$ cat src/rtl/rv32imf_fpu_wb_buffer_pkg.sv
`default_nettype none
// ============================================================================
// Module  : rv32imf_fpu_wb_buffer_pkg
// Brief   : Shared types for the FPU result writeback buffer.
// Revision: 1.0 - initial release
// ============================================================================
package rv32imf_fpu_wb_buffer_pkg;

  localparam int OP_BITS    = 4;
  localparam int FPU_DATA_W = 32;
  localparam int FPU_TAG_W  = 5;

  typedef enum logic [OP_BITS-1:0] {
    ADD      = 4'd0,
    SUB      = 4'd1,
    MUL      = 4'd2,
    DIV      = 4'd3,
    SQRT     = 4'd4,
    FMADD    = 4'd5,
    FMSUB    = 4'd6,
    FNMADD   = 4'd7,
    FNMSUB   = 4'd8,
    SGNJ     = 4'd9,
    MINMAX   = 4'd10,
    CMP      = 4'd11,
    CLASSIFY = 4'd12,
    F2I      = 4'd13,
    I2F      = 4'd14
  } operation_e;

  typedef struct packed {
    logic nv;
    logic dz;
    logic of;
    logic uf;
    logic nx;
  } fp_status_t;

  typedef struct packed {
    logic [FPU_DATA_W-1:0] data;
    fp_status_t            status;
    logic [FPU_TAG_W-1:0]  tag;
    logic                  is_int;
  } fpu_wb_entry_t;

  // Compares, classifies and float-to-int conversions land in the integer regfile.
  function automatic logic is_int_dest(input operation_e op);
    case (op)
      CMP, CLASSIFY, F2I: is_int_dest = 1'b1;
      default:            is_int_dest = 1'b0;
    endcase
  endfunction

endpackage
`default_nettype wire

$ cat src/rtl/rv32imf_fpu_wb_fifo.sv
`default_nettype none
// ============================================================================
// Module  : rv32imf_fpu_wb_fifo
// Brief   : Synchronous FIFO with occupancy count, flush and push+pop when full.
// Revision: 1.0 - initial release
// ============================================================================
module rv32imf_fpu_wb_fifo #(
  parameter int WIDTH = 8,
  parameter int DEPTH = 4
) (
  input  logic                     clk_i,
  input  logic                     rst_i,
  input  logic                     flush_i,
  input  logic                     push_i,
  input  logic                     pop_i,
  input  logic [WIDTH-1:0]         wdata_i,
  output logic [WIDTH-1:0]         rdata_o,
  output logic [$clog2(DEPTH):0]   count_o
);

  localparam int PTR_W = $clog2(DEPTH);

  logic [WIDTH-1:0] mem_q [DEPTH];
  logic [PTR_W-1:0] wr_ptr_d, wr_ptr_q;
  logic [PTR_W-1:0] rd_ptr_d, rd_ptr_q;
  logic [PTR_W:0]   count_d, count_q;

  always_comb begin
    wr_ptr_d = wr_ptr_q;
    rd_ptr_d = rd_ptr_q;
    count_d  = count_q;
    if (flush_i) begin
      wr_ptr_d = '0;
      rd_ptr_d = '0;
      count_d  = '0;
    end else begin
      if (push_i) wr_ptr_d = wr_ptr_q + PTR_W'(1);
      if (pop_i)  rd_ptr_d = rd_ptr_q + PTR_W'(1);
      if (push_i && !pop_i)      count_d = count_q + {{PTR_W{1'b0}}, 1'b1};
      else if (!push_i && pop_i) count_d = count_q - {{PTR_W{1'b0}}, 1'b1};
    end
  end

  always_ff @(posedge clk_i) begin
    if (rst_i) begin
      wr_ptr_q <= '0;
      rd_ptr_q <= '0;
      count_q  <= '0;
    end else begin
      wr_ptr_q <= wr_ptr_d;
      rd_ptr_q <= rd_ptr_d;
      count_q  <= count_d;
    end
  end

  // Storage is deliberately left unreset; validity is carried by count_q.
  always_ff @(posedge clk_i) begin
    if (push_i && !flush_i) mem_q[wr_ptr_q] <= wdata_i;
  end

  assign rdata_o = mem_q[rd_ptr_q];
  assign count_o = count_q;

endmodule
`default_nettype wire

$ cat src/rtl/rv32imf_fpu_wb_buffer.sv
`default_nettype none
// ============================================================================
// Module  : rv32imf_fpu_wb_buffer
// Brief   : In-order FPU result buffer with regfile steering and sticky fflags.
// Revision: 1.0 - initial release
// ============================================================================
module rv32imf_fpu_wb_buffer
  import rv32imf_fpu_wb_buffer_pkg::*;
#(
  parameter int DEPTH  = 4,
  parameter int DATA_W = 32,
  parameter int TAG_W  = 5
) (
  input  logic                     clk_i,
  input  logic                     rst_i,
  input  logic                     fpu_valid_i,
  output logic                     fpu_ready_o,
  input  logic [DATA_W-1:0]        fpu_result_i,
  input  logic [4:0]               fpu_status_i,
  input  logic [OP_BITS-1:0]       fpu_op_i,
  input  logic [TAG_W-1:0]         fpu_tag_i,
  output logic                     wb_valid_o,
  input  logic                     wb_ready_i,
  output logic [DATA_W-1:0]        wb_data_o,
  output logic [TAG_W-1:0]         wb_rd_o,
  output logic                     wb_is_int_o,
  output logic [4:0]               wb_fflags_o,
  input  logic                     flush_i,
  input  logic                     fflags_clr_i,
  output logic [4:0]               fflags_acc_o,
  output logic [$clog2(DEPTH):0]   occupancy_o
);

  localparam int CNT_W   = $clog2(DEPTH) + 1;
  localparam int ENTRY_W = DATA_W + 5 + TAG_W + 1;

  logic [CNT_W-1:0]   count;
  logic               push;
  logic               pop;
  logic [ENTRY_W-1:0] wr_entry;
  logic [ENTRY_W-1:0] rd_entry;
  logic [DATA_W-1:0]  head_data;
  fp_status_t         head_status;
  logic [TAG_W-1:0]   head_tag;
  logic               head_is_int;
  logic [4:0]         acc_d, acc_q;

  assign wb_valid_o  = (count != '0);
  assign pop         = wb_valid_o && wb_ready_i;
  assign fpu_ready_o = !flush_i && ((count < CNT_W'(DEPTH)) || pop);
  assign push        = fpu_valid_i && fpu_ready_o;

  assign wr_entry = {fpu_result_i, fpu_status_i, fpu_tag_i,
                     is_int_dest(operation_e'(fpu_op_i))};

  rv32imf_fpu_wb_fifo #(
    .WIDTH (ENTRY_W),
    .DEPTH (DEPTH)
  ) u_fifo (
    .clk_i   (clk_i),
    .rst_i   (rst_i),
    .flush_i (flush_i),
    .push_i  (push),
    .pop_i   (pop),
    .wdata_i (wr_entry),
    .rdata_o (rd_entry),
    .count_o (count)
  );

  assign {head_data, head_status, head_tag, head_is_int} = rd_entry;

  // Stale storage must never leak onto the writeback bus.
  assign wb_data_o   = wb_valid_o ? head_data   : '0;
  assign wb_rd_o     = wb_valid_o ? head_tag    : '0;
  assign wb_is_int_o = wb_valid_o ? head_is_int : 1'b0;
  assign wb_fflags_o = wb_valid_o ? head_status : '0;

  always_comb begin
    acc_d = acc_q;
    if (fflags_clr_i) acc_d = pop ? wb_fflags_o : 5'b0;
    else if (pop)     acc_d = acc_q | wb_fflags_o;
  end

  always_ff @(posedge clk_i) begin
    if (rst_i) acc_q <= '0;
    else       acc_q <= acc_d;
  end

  assign fflags_acc_o = acc_q;
  assign occupancy_o  = count;

endmodule
`default_nettype wire

$ cat config.mk
export PLATFORM = sky130hd
export DESIGN_NAME = rv32imf_fpu_wb_buffer
export DESIGN_NICKNAME = d
export VERILOG_FILES = /design/src/rtl/rv32imf_fpu_wb_buffer_pkg.sv /design/src/rtl/rv32imf_fpu_wb_fifo.sv /design/src/rtl/rv32imf_fpu_wb_buffer.sv
export SDC_FILE = /design/constraint.sdc
export NUM_CORES = 1
export LEC_CHECK = 0
export BUFFER_PORTS_ARGS = -buffer_cell sky130_fd_sc_hd__buf_2
export CAP_MARGIN = 20
export CORE_MARGIN = 2
export CORE_UTILIZATION = 50
export DETAILED_ROUTE_END_ITERATION = 12
export MAX_ROUTING_LAYER = met4
export PLACE_DENSITY = 0.77
export SETUP_SLACK_MARGIN = 0.05
export SYNTH_ARGS = -nofsm -noshare
export SYNTH_HDL_FRONTEND = slang
export SYNTH_SLANG_ARGS = --single-unit
$ cat constraint.sdc
create_clock -name clk_i -period 2.85 [get_ports clk_i]
set_input_delay 0.4275 -clock clk_i [delete_from_list [all_inputs] [get_ports clk_i]]
set_output_delay 0.4275 -clock clk_i [all_outputs]
set_load 0.01 [all_outputs]
======== Word level (Yosys, flattened, before mapping) ========
Memories as Yosys holds them, arrays and structs flattened. A register that Yosys moved wholly into a read port is not among the register bits.
Index checks and enable logic that the tools add are counted.
word-level totals
  register bits after elaboration ......... 12
  bits in latches ......................... 0
  RAM bits ................................ 172
  bits in read-only memories .............. 0
  output and inout bits ................... 53
  word-level logic and storage cells ...... 43
  memories ................................ 1
memories
  memory        depth  bits a word  read ports  clocked after Yosys merged registers in  wr ports  line                       RTL
  u_fifo.mem_q  4      43           1           1                                        1         rv32imf_fpu_wb_fifo.sv:23  logic [WIDTH-1:0] mem_q [DEPTH];
cells by class
  $add $sub $neg .......................... 4
  multiply operators ...................... 0
  divide/modulo/power cells ............... 0
  order comparisons ....................... 1
  eq/ne operators ......................... 3
  shift operators ......................... 0
  muxes and demuxes ....................... 14
  bitwise operators ....................... 1
  reductions and logical operators ........ 15
operators by type and width
  cell                                                                 number
  32-bit two-way mux                                                   1
  5-bit two-way mux                                                    5
  4-bit equality test (second input constant)                          3
  1-bit logical AND                                                    6
  3-bit two-way mux                                                    2
  5-bit OR                                                             1
  2-bit by 1-bit adder with 2-bit output (second input constant)       2
  1-bit two-way mux                                                    4
  2-bit two-way mux                                                    2
  2-bit nonzero test                                                   2
  3-bit by 1-bit adder with 3-bit output (second input constant)       1
  1-bit logical NOT                                                    3
  3-bit less-than comparator (second input constant)                   1
  3-bit nonzero test                                                   1
  3-bit OR reduction                                                   1
  3-bit by 1-bit subtractor with 3-bit output (second input constant)  1
  2-bit OR reduction                                                   1
  1-bit logical OR                                                     1

======== Longest topological paths before layout ========
  depth after elaboration ................. 9
  depth in mapped cells ................... 8
  depth with buffers taken out ............ 8

======== By module ========
Synthesis repeated with hierarchy kept, for this count alone.
unflattened totals
  cell total of the unflattened synthesis .. 346
  area total of the unflattened synthesis .. 7243.2 um2
by module, submodules not included
  module                 instances  cells each  area each (um2)  seq. area each (um2)
  rv32imf_fpu_wb_fifo    1          269         6688.9           5345.1
  rv32imf_fpu_wb_buffer  1          77          554.3            100.1

======== Worst setup path before layout ========
OpenSTA, ideal clock, no wires.
  path type ............................... reg2reg
  start ................................... register u_fifo.count_q[2], in the netlist u_fifo.count_o[2]
  end ..................................... memory u_fifo.mem_q[0][0] (netlist name) (enable)
  arrival time ............................ 1921 ps
  required time ........................... 2445 ps
  path slack .............................. 524 ps
  stages on the path, launching flop included .. 4
  buffers on the path ..................... 0
  period minus slack after synthesis ...... 2326 ps
  cell sequence ........................... dfxtp_1 > nor2b_1 > nor3_1 > and2_1
between the ends
  longest elaborated chain between the ends .. 8
  elaborated cells between the ends (all ways) .. 9
ends and longest elaborated chain
  element                                                                             line                         RTL
  start, declared                                                                     rv32imf_fpu_wb_fifo.sv:26    logic [PTR_W:0] count_d, count_q;
  start signal, assigned                                                              rv32imf_fpu_wb_fifo.sv:52    count_q <= count_d;
  parallel branches: the longest is 2 deep, another holds 3-bit less-than comparator  n/a
  1-bit logical OR *                                                                  rv32imf_fpu_wb_buffer.sv:50  assign fpu_ready_o = !flush_i && ((count < CNT_W'(DEPTH)) || pop);
  1-bit logical AND *                                                                 rv32imf_fpu_wb_buffer.sv:50
  1-bit logical AND *                                                                 rv32imf_fpu_wb_buffer.sv:51  assign push = fpu_valid_i && fpu_ready_o;
  1-bit logical AND *                                                                 rv32imf_fpu_wb_fifo.sv:58    if (push_i && !flush_i) mem_q[wr_ptr_q] <= wdata_i;
  1-bit two-way mux *                                                                 rv32imf_fpu_wb_fifo.sv:58
  1-bit two-way mux (not written as such) *                                           rv32imf_fpu_wb_fifo.sv:58
  end, declared                                                                       rv32imf_fpu_wb_fifo.sv:23
Mark *: on every way between the ends.

==> results.toml <==
[worst_setup_path]
worstSetupPathType = "reg2out"
crit_path_start_kind = "register"
end_kind = "output port"
cp.arrival_ns = 2.10
rrSetupSlack_ns = 0.48
crit_required_ns = 2.42
worst-path-max-fanout = 13

[routing]
viasPerCell = 5.39
num_vias = 3519
drc = 0
dr.pass1.iters = 4
ant_nets = 0
wl_per_cell_um = 19.8
postRouteWirelength_um = 12900
first_iter_violations = 302

[logic_synthesis]
ys_types = 28
synth_compound_area_share_pct = 1.24
synthFlopType = "edfxtp_1"
synth_edf_count = 172
seq_area_frac_synth_pct = 75.8
synthSimpleGateAreaFrac_pct = 5.84
synth_warnings = 0
syn-num-nets = 400
synth_area_um2 = 7180
synth_mux_area_share_pct = 13.8
avgSynthCellArea_um2 = 21.0
yosys.area_share.adder_pct = 1.15
ys_seq_elements = 186
synth_top_family_by_area = "multiplexers"
syn_inst = 342
synth-async-reset-ratio_pct = 0
synthXorXnorAreaFrac_pct = 0.488

[placement]
port_buffers = 104
place.gp.congestion = 0.724
hpwl_um = 7770

[clock_tree]
clock_latency_ns = 0.42
root_buffer = "clkbuf_16"
clk_pin_slew_ns = 0.06
cts_setup_buffers = 0
clock_path_buffers = 2
hold_buffers = 0
cts_tree = "built"
numClockSinks = 186
clock_tree.htree_level_count = 4
post_cts_resize_count = 0
cts_made_buffers = 17

[finish]
layout.nets = 517
area_delta_synth_final_pct = 19.7
final_cell_mix = "edfxtp_1, buf_2, nor2b_1, mux4_2, clkbuf_16"
multiInputGateArea_um2 = 1630
fill_cells = 955
ff_latch_area_um2 = 5450
final_common_cell = "edfxtp_1"
drive_above_1_share_pct = 41.1

[power_and_ir_drop]
combPwrFrac_pct = 7.0
p_sw_mw = 1.19
swShare_pct = 20.3
p_total_mw = 5.86
sequentialPowerShare_pct = 52.0
pwr_density_cell_nw_per_um2 = 682
ir_worst_vdd_v = 0.000433
power_frac_clock_pct = 41.0
leakage_nw = 3.02
internal-power_mw = 4.67

[job]
cap_violations = 0

[floorplan]
num_rows = 43
fp.dieH_um = 124
ioPinCount = 105
core_area_um2 = 13900
die_area_um2 = 15300
fp.dieW_um = 124
initial_core_util_pct = 51.5

[hold_path]
min_path_type = "in2reg"

[global_route]
grt_usage_pct = 18.6
grt_overflow = 0
grt_pass1_vias = 3627
grt_max_degree = 44
antenna_found_initial = 1
use_met1_pct = 22.9
grt_pass1_wl_um = 19500
use_met3_pct = 5.13
busiest_layer = "met2"
grt_util_met2_pct = 29.9

[timing]
rsz0062_at_grt = "false"
finalHoldViolations = 0
drv_slew = 0
tns_ns = 0
max_freq_ghz = 0.395
worstMarginPinSlew_ns = 0.520
fin_crit_sh_pct = 88.8
slew_headroom_pct = 65.3
final.setup_skew_ns = 0.00328
setup_viol = 0
period_minus_slack_ns = 2.53

[run_status]
outcome = "finished clean"
-- power groups by stage --
stage               Combinational (mW)  Sequential, mW  Clock [mW]
floorplan                        0.227            3.10           0
global placement                 0.402            3.10           0
detailed placement               0.414            3.11           0
CTS                              0.416            3.05        2.43
global route                     0.451            3.05        2.54
finish                           0.410            3.05        2.40
-- cell usage after synthesis, drive strengths merged, types with 2 or more instances --
library cell  instances  area share (%)
a21o                  5            0.52
a21oi                 3            0.21
and2                  5            0.44
buf                   9             1.1
clkbuf                6            0.31
dfxtp                14             3.9
edfxtp              172              72
ha                    5            0.87
inv                   5            0.26
mux2i                 2            0.28
mux4                 43              13
nor2                  7            0.37
nor2b                44             3.8
nor3                  2            0.21
nor3b                 5            0.52
o31ai                 3            0.31
xor2                  4            0.49
-- cell families after synthesis --
family          count (synthesis)
compound gates                 13
xor+xnor                        4
fa+ha+maj                       6
buf+inv                        20
flops                         186
mux                            45
simple gates                   68
-- critical path, cell delays in order, from the launching register on --
cell and delay (ns):
dfxtp_4 0.52, buf_4 0.29, mux4_2 0.54, nor2b_1 0.18
buf_2 0.15
-- layer usage --
layer / wire length (um) / up-vias
li1: - / 1608
met1: 5350 / 1795
met2: 6640 / 101
met3: 726 / 15
met4: 189 / 0
met5: 0 / -
-- area by class of cell --
cell class / count / area share (%)
Tap cell: 180 / 2.62
Antenna cell: 1 / 0.0291
Multi-Input combinational cell: 136 / 18.9
Clock buffer: 19 / 5.04
Clock inverter: 13 / 2.05
Timing Repair Buffer: 113 / 7.72
Inverter: 5 / 0.218
Sequential cell: 186 / 63.4
-- metrics by stage --
step           cells  worst slack, ns  util [%]  area (um2)  hold slack (ns)
2_1_floorplan    342            0.524         -        7180            0.481
4_1_cts          652            0.261      61.7        8590            0.195
3_5_place_dp     620            0.464      57.3        7980            0.504
5_1_grt          653            0.206      61.7        8590            0.203
6_report         653            0.318      61.7        8590            0.218
3_3_place_gp     620            0.578      57.3        7980            0.499
-- worst paths after layout --
path	start	end	cells after the start
setup / recovery	register	wb_data_o[8]	4
hold / removal	fpu_result_i[19]	u_fifo.mem_q[2][30]$_DFFE_PP_	1
setup reg to reg	u_fifo.count_o[2]$_SDFFE_PP0P_	u_fifo.count_o[2]$_SDFFE_PP0P_	8
hold reg to reg	u_fifo.wr_ptr_q[1]$_SDFFE_PP0N_	u_fifo.wr_ptr_q[1]$_SDFFE_PP0N_	2
-- flip-flops by register name, summed over array words and instances, names as in the netlist, named ones only --
register and flops:
fflags_acc_o 5, u_fifo.count_o 3, u_fifo.rd_ptr_q 2, u_fifo.mem_q 172, u_fifo.wr_ptr_q 2
No activity file was read; power rests on OpenSTA's default activity.
